## config.mk

```make
export PLATFORM = sky130hd
export DESIGN_NAME = nlc_ch_sequencer
export DESIGN_NICKNAME = d
export VERILOG_FILES = /design/src/rtl/nlc_pkg.sv /design/src/rtl/nlc_result_bank.sv /design/src/rtl/nlc_ch_sequencer.sv
export SDC_FILE = /design/constraint.sdc
export NUM_CORES = 1
export LEC_CHECK = 0
export BUFFER_PORTS_ARGS = -buffer_cell sky130_fd_sc_hd__buf_2
export CAP_MARGIN = 20
export CORE_UTILIZATION = 30
export CTS_CLUSTER_SIZE = 40
export DETAILED_ROUTE_END_ITERATION = 10
export PLACE_DENSITY_LB_ADDON = 0.15
export SKIP_CTS_REPAIR_TIMING = 1
export SLEW_MARGIN = 0
export SYNTH_ARGS = -nofsm -noshare
export SYNTH_HDL_FRONTEND = slang
export SYNTH_SLANG_ARGS = --single-unit
```

## constraint.sdc

```tcl
create_clock -name clk -period 3.8 [get_ports clk]
set_input_delay 0.76 -clock clk [delete_from_list [all_inputs] [get_ports clk]]
set_output_delay 0.76 -clock clk [all_outputs]
set_load 0.02 [all_outputs]
```

## src/rtl/nlc_pkg.sv

```systemverilog
// nlc_pkg: shared sizes, sequencer states and operation-mode encodings.
package nlc_pkg;
   localparam int NUM_CH = 16;
   localparam int X_W = 21;
   localparam int CNT_W = 5;
   localparam logic [1:0] MODE_ALL = 2'b01;
   localparam logic [1:0] MODE_ONE = 2'b10;
   typedef enum logic [1:0] {IDLE, ISSUE, DRAIN, DONE} state_t;
endpackage

```

## src/rtl/nlc_result_bank.sv

```systemverilog
// nlc_result_bank: NUM_CH x X_W result registers, at most one slot written per cycle.
module nlc_result_bank #(
   parameter int NUM_CH = nlc_pkg::NUM_CH,
   parameter int X_W = nlc_pkg::X_W
) (
   input  logic clk,
   input  logic reset,
   input  logic we,
   input  logic [3:0] idx,
   input  logic [X_W-1:0] din,
   output logic [NUM_CH*X_W-1:0] bank
);
   always_ff @(posedge clk or negedge reset)
      if (!reset) bank <= '0;
      else if (we) bank[idx*X_W +: X_W] <= din;
endmodule

```

## src/rtl/nlc_ch_sequencer.sv

```systemverilog
// nlc_ch_sequencer: issues a frame of ADC channels to the shared NLC datapath
// and collects the in-order results into a registered bank.
module nlc_ch_sequencer #(
   parameter int NUM_CH = nlc_pkg::NUM_CH,
   parameter int X_W = nlc_pkg::X_W
) (
   input  logic clk,
   input  logic reset,
   input  logic srdyi,
   input  logic [1:0] operation_mode_i,
   input  logic [3:0] ch_sel_i,
   input  logic [NUM_CH*X_W-1:0] x_adc_i,
   output logic dp_srdyi,
   output logic [3:0] dp_ch_o,
   output logic [X_W-1:0] dp_x_adc_o,
   input  logic dp_srdyo,
   input  logic [X_W-1:0] dp_x_lin_i,
   output logic [NUM_CH*X_W-1:0] x_lin_o,
   output logic srdyo,
   output logic busy_o,
   input  logic clr_err_i,
   output logic err_ovr_o,
   output logic err_unexp_o
);
   import nlc_pkg::*;
   state_t state, state_nx;
   logic [NUM_CH*X_W-1:0] x_frm;
   logic [1:0] mode_frm;
   logic [3:0] sel_frm, ret_ch;
   logic [CNT_W-1:0] iss_cnt, ret_cnt, exp_cnt;
   logic single, start, iss_last, ret_ok, ret_last;

   assign single = mode_frm == MODE_ONE;
   assign exp_cnt = single ? CNT_W'(1) : CNT_W'(NUM_CH);
   assign start = srdyi && (operation_mode_i == MODE_ALL || operation_mode_i == MODE_ONE);
   assign iss_last = single || iss_cnt == CNT_W'(NUM_CH - 1);
   // A return is only owed while a frame is open and short of its count.
   assign ret_ok = dp_srdyo && (state == ISSUE || state == DRAIN) && ret_cnt != exp_cnt;
   assign ret_last = ret_ok && ret_cnt + CNT_W'(1) == exp_cnt;
   assign ret_ch = single ? sel_frm : ret_cnt[3:0];

   always_comb begin
      state_nx = state;
      case (state)
         IDLE:    state_nx = start ? ISSUE : IDLE;
         ISSUE:   state_nx = ret_last ? DONE : iss_last ? DRAIN : ISSUE;
         DRAIN:   state_nx = ret_last ? DONE : DRAIN;
         default: state_nx = IDLE;
      endcase
      dp_srdyi = state == ISSUE;
      dp_ch_o = dp_srdyi ? (single ? sel_frm : iss_cnt[3:0]) : 4'd0;
      dp_x_adc_o = dp_srdyi ? x_frm[dp_ch_o*X_W +: X_W] : '0;
      srdyo = state == DONE;
      busy_o = state != IDLE;
   end

   always_ff @(posedge clk or negedge reset)
      if (!reset) begin
         state <= IDLE;
         x_frm <= '0;
         mode_frm <= '0;
         sel_frm <= '0;
         iss_cnt <= '0;
         ret_cnt <= '0;
         err_ovr_o <= 1'b0;
         err_unexp_o <= 1'b0;
      end else begin
         state <= state_nx;
         if (state == IDLE && start) begin
            x_frm <= x_adc_i;
            mode_frm <= operation_mode_i;
            sel_frm <= ch_sel_i;
            iss_cnt <= '0;
            ret_cnt <= '0;
         end else begin
            iss_cnt <= iss_cnt + CNT_W'(dp_srdyi);
            ret_cnt <= ret_cnt + CNT_W'(ret_ok);
         end
         err_ovr_o <= (srdyi && busy_o) || (err_ovr_o && !clr_err_i);
         err_unexp_o <= (dp_srdyo && !ret_ok) || (err_unexp_o && !clr_err_i);
      end

   nlc_result_bank #(.NUM_CH(NUM_CH), .X_W(X_W)) u_bank (
      .clk(clk),
      .reset(reset),
      .we(ret_ok),
      .idx(ret_ch),
      .din(dp_x_lin_i),
      .bank(x_lin_o)
   );
endmodule
```

* Word level (Yosys, flattened, before mapping)
Index checks and enable logic that the tools add are counted.
** Storage, ports and cells
- Input bits :: 368
- Logic and storage cells :: 58
- Bits in registers :: 692
- Latch bits :: 0
- Memories :: 0
- Memory bits (read-only) :: 0
- Memory bits (writable) :: 0
** Operators by class
- Shifts and indexed selects :: 3
- $add $sub $neg :: 4
- Equality and inequality tests :: 9
- Magnitude comparators :: 0
- Mux-type cells :: 13
- Div/mod/pow operators :: 0
- Bitwise operators :: 0
- Reduce and logical (&&, ||, !) cells :: 18
- Multiply operators :: 2
** Operators with widths (number)
- $bwmux W336 :: 1
- $shift A21 B34 Y336 const A :: 1
- $shiftx A21 B34 Y336 :: 1
- $shiftx A336 B10 Y21 :: 1
- $neg A9 Y34 :: 1
- $mux W21 :: 1
- $mul A4 B5 Y9 const B :: 2
- $mux W5 :: 3
- $mux W4 :: 3
- $add A5 B1 Y5 :: 2
- $logic_and A1 B1 Y1 :: 9
- $eq A2 B2 Y1 const B :: 4
- $pmux W2 S3 :: 1
- $add A5 B1 Y5 const B :: 1
- $eq A5 B4 Y1 const B :: 1
- $eq A5 B5 Y1 :: 1
- $logic_or A1 B1 Y1 :: 5
- $ne A5 B5 Y1 :: 1
- $eq A2 B1 Y1 const B :: 2
- $mux W2 :: 2
- $logic_not A1 Y1 :: 2
- $logic_not A2 Y1 :: 1
- $mux W1 :: 2
- $reduce_bool A2 Y1 :: 1

* Logic depth before layout (Yosys ltp)
- Depth after elaboration :: 7
- Depth in mapped cells :: 12
- Depth with buffers taken out :: 9

* By module
A second synthesis with hierarchy kept.
** Unflattened totals
- Cell total of the unflattened synthesis :: 3050
- Area, all modules :: 30087.6 um2
** By module, submodules not included
- nlc_ch_sequencer :: cells an instance 2062, area each 16588.4 um2, sequential area each 8908.5 um2, instances 1
- nlc_result_bank :: cells an instance 988, area each 13499.2 um2, sequential area each 8408.1 um2, instances 1

* Least setup slack after synthesis
OpenSTA, ideal clock, no wires.
- Path type :: reg2out
- Start :: register state[1]
- End :: output port dp_x_adc_o[10]
- Cell stages (with the launch flop) :: 11
- Arrival :: 2.521 ns
- Path slack :: 0.519 ns
- Cell sequence :: dfrtp_1 > inv_1 > ha_1 > clkbuf_1 > nand2_1 > o21a_1 > inv_2 > clkbuf_1 > a21oi_1 > a211oi_1 > o32a_1
** On the way
- Cells in the longest elaborated chain, start to end :: 5
** RTL lines
- start: declaration :: RTL line nlc_ch_sequencer.sv:26 : state_t state, state_nx;
- start signal: assignment :: RTL line nlc_ch_sequencer.sv:68 : state <= state_nx;
- $eq A2 B1 Y1 :: RTL line nlc_ch_sequencer.sv:50 : dp_srdyi = state == ISSUE;
- net dp_srdyi :: RTL line nlc_ch_sequencer.sv:13 : output logic dp_srdyi,
- $mux W4 :: RTL line nlc_ch_sequencer.sv:51 : dp_ch_o = dp_srdyi ? (single ? sel_frm : iss_cnt[3:0]) : 4'd0;
- net dp_ch_o[1] :: RTL line nlc_ch_sequencer.sv:14 : output logic [3:0] dp_ch_o,
- $mul A4 B5 Y9 :: RTL line nlc_ch_sequencer.sv:52 : dp_x_adc_o = dp_srdyi ? x_frm[dp_ch_o*X_W +: X_W] : '0;
- $shiftx A336 B10 Y21 :: RTL line nlc_ch_sequencer.sv:52
- $mux W21 :: RTL line nlc_ch_sequencer.sv:52
- end: declaration :: RTL line nlc_ch_sequencer.sv:15 : output logic [X_W-1:0] dp_x_adc_o,
The timed path passes the listed nets, and every way through them passes these cells.

* Worst setup path after layout
- Start :: register state[1]
- End :: output port dp_x_adc_o[5]
** On the way
- Cells in the longest elaborated chain, start to end :: 5
** RTL lines (RTL line)
- $eq A2 B1 Y1 (*) :: nlc_ch_sequencer.sv:50
- $mux W4 :: nlc_ch_sequencer.sv:51
- $mul A4 B5 Y9 :: nlc_ch_sequencer.sv:52
- $shiftx A336 B10 Y21 :: nlc_ch_sequencer.sv:52
- $mux W21 (*) :: nlc_ch_sequencer.sv:52
Every way passes the cells marked *; elsewhere a longest branch is shown, timed or not.

==> flow_summary.ini <==
[floorplanning]
dieArea_um2 = 101000
fp.dieH_um = 317
core_um2 = 98400
ioPinCount = 734
start_util_pct = 30.3
rows = 115
chipWidth_um = 317

[drt]
vias_per_cell = 4.88
ant_nets = 0
drc = 0
routed-via-count = 23800
drtIter0Drc = 1820
first_pass_iters = 5
wire_per_inst_um = 24.2
drt_wl_total_mm = 118

[power]
power_frac_comb_pct = 41.1
power_mw = 35.2
p_switching_mw = 14.5
switching_share_pct = 41.3
power.share.sequential_pct = 36.1
ir_drop_mv = 0.342
pwr-share-clk_pct = 22.7
p_per_area_nw_per_um2 = 910
internal-power_mw = 20.7
leakage_nw = 19.7

[min_path]
hold_path.class = in2async

[global_route]
grt_pass1_vias = 23100
antenna_found_initial = 14
grt_max_degree = 109
grt_pass1_wl_mm = 164
grt_overflow = 0
grtUsageTotal_pct = 22.5

[sta]
worst_slack_ns = -0.208
grt_setup_unrepaired = true
max_freq_mhz = 250
hold_violations = 0
setup_violations = 21
period_share_pct = 105
finClkSkew_ns = 0.0210
max_slew_margin_pct = 40.9
fin_crit_ns = 4.01
slew_violations = 0
worst_slew_pin_slew_ns = 0.886

[clocking]
h-tree-depth = 3
numCtsBuffers = 83
worst_skew_pair.late_latency_ns = 0.66
root_buffer = clkbuf_16
clkSinkCount = 692
clk_pin_slew_ns = 0.06
cts_tree = built
clockBufferDepth = 3

[logic_synthesis]
yosys_warnings = 0
avgSynthCellArea_um2 = 10.7
synth_seq_area_share_pct = 58.1
netlist_top_cells_area = dfrtp_1 (58%), nand2_1 (13%), mux2_2 (11%)
synth_flop_cell = dfrtp_1
synth_top_area_share_pct = 58.1
synth_edf_count = 0
ys_async_sr_fraction_pct = 100
synth_fp_nets = 3169
synth_seq_cells = 692
synth_top_area_cell = dfrtp_1
synth.lib_cells_used.distinct = 60
netlist_instances = 2791
netlist_area_um2 = 29800

[finish]
stdcell_count = 4872
utilization_pct = 39.3
areaGrowthSynthToFinish_pct = 29.8
fill_cells = 9949
layout-drive-gt1-share_pct = 37.1
nNetsFinal = 3889
stdcell_area_um2 = 38700

[place]
dp_cells = 4694
dp_slack_ns = 0.0526
port_buffers = 733
dpl_cell_area_um2 = 35200
gp_congestion = 0.884
dp_hpwl_mm = 86.7

[worst_setup_path]
critical_path.slowest_cell = o211ai_1
setup.worst_path.start_class = flop
crit_required_ns = 3.04
crit_arrival_ns = 3.25
slowest_delay_ns = 0.54
crit_chain = inv_2 > ha_4 > buf_8 > and2_4 > mux2i_4 > inv_4 > buf_12 > clkbuf_16 > mux2i_1 > o211ai_1 > o32a_1 > buf_6
end_kind = output port
worstPathMaxFanout = 8
worst-setup-path-type = reg2out

[status]
violations = negative setup slack
status = complete, but fails checks

[flow_run]
drv_cap = 0
==> state kept, by name (all words and copies together) (netlist names) <==
register / cells
state: 2
iss_cnt: 5
ret_cnt: 5
err_unexp_o: 1
err_ovr_o: 1
mode_frm: 2
x_frm: 336
u_bank.bank: 336
sel_frm: 4
==> routing by layer <==
| metal | part of all wire (%) | vias up | wire length [µm] | track usage (%) |
|---|---|---|---|---|
| met4 | 3.7 | 10 | 4370 | 8.70 |
| li1 | - | 10900 | - | - |
| met5 | 0.048 | - | 56 | 0 |
| met3 | 5.4 | 182 | 6390 | 4.42 |
| met2 | 48 | 764 | 56100 | 36.2 |
| met1 | 43 | 12000 | 50900 | 29.8 |
==> cell families (layout without fill, tap and decap cells) <==
logic type / after synthesis / count (layout) / synth area share, %
AO/OA/AOI/OAI: 260 / 260 / 6.76
XOR/XNOR: 13 / 13 / 0.554
adder cells (fa/ha/maj): 10 / 10 / 0.420
buffers and inverters: 238 / 1023 / 3.26
flip-flops: 692 / 692 / 58.1
multiplexers: 406 / 406 / 15.1
other: 0 / 9 / 0
AND/OR/NAND/NOR: 1172 / 1172 / 15.8
==> cells in the mapped netlist (8+ instances only) <==
cell type	n
mux2_1	56
o22ai_1	21
and2_1	50
mux2_2	282
nand4_1	26
a211oi_1	64
inv_1	30
o21ai_0	23
o32a_1	20
nor2_1	8
ha_1	10
a221oi_1	23
clkbuf_1	152
a311oi_1	22
o211ai_1	20
mux2i_1	65
a41oi_1	20
a21oi_1	26
nand3_2	8
buf_2	44
nand3_1	9
dfrtp_1	692
nand2_1	1055
==> path summary, 6_finish.rpt <==
check	slack, ns	end	depth (start not counted)	from
max in group asynchronous	2.49	u_bank.bank[113]	3	reset
hold / removal	0.09	u_bank.bank[179]	1	reset
min in group clk	0.29	x_frm[309]	3	x_adc_i[309]
setup / recovery	-0.21	dp_x_adc_o[5]	12	state[1]
setup reg to reg	0.39	u_bank.bank[87]	8	mode_frm[0]
hold reg to reg	0.47	x_frm[172]	2	x_frm[172]
==> layout by cell type (no fill, tap or decap), types with 12 or more instances in the layout <==
master,n
inv_1,28
a41oi_1,15
mux2_1,56
a221oi_1,20
buf_2,712
buf_6,21
clkinv_2,12
a21oi_1,24
o32a_1,20
clkbuf_8,21
a211oi_2,12
clkbuf_1,19
clkbuf_16,91
buf_4,69
buf_12,27
o211ai_1,20
a311oi_1,18
o22ai_1,16
and2_1,49
nand2_1,1055
dfrtp_1,689
o21ai_0,23
mux2_2,282
nand4_1,26
a211oi_1,52
mux2i_1,62
==> power by group through the flow <==
stage | Sequential, mW | Combinational, mW | Clock (mW)
finish | 12.7 | 14.5 | 8.01
global route | 13.1 | 15.5 | 8.50
CTS | 12.7 | 13.9 | 8.20
detailed placement | 12.8 | 13.8 | 0
global placement | 12.8 | 13.7 | 0
floorplan | 14.0 | 6.63 | 0
==> worst max-delay path: cells and delay by family, from the launching register on <==
kind | cells | cell delay, ns
compound gates | 2 | 0.84
buf+inv | 6 | 0.72
flops | 1 | 0.39
mux | 2 | 0.30
fa+ha+maj | 1 | 0.20
simple gates | 1 | 0.13
==> metrics by stage <==
| stage | hold slack [ns] | setup TNS (ns) |
|---|---|---|
| after floorplan | 0.438 | 0 |
| after global placement | 0.459 | 0 |
| after detailed placement | 0.461 | 0 |
| after CTS | 0.107 | -11.86 |
| after global routing | 0.125 | -4.03 |
| final | 0.0937 | -2.48 |
==> cell type report <==
type	instances	area, µm²	area share [%]
inverter	33	134	0.346
sequential	692	17300	44.8
multi-input combinational	1861	11800	30.5
antenna	9	22.5	0.0582
clock buffer	124	2460	6.36
timing repair buffer	840	5090	13.1
tap	1287	1610	4.16
clock inverter	26	263	0.679
Power figures use the tool's default switching activity.
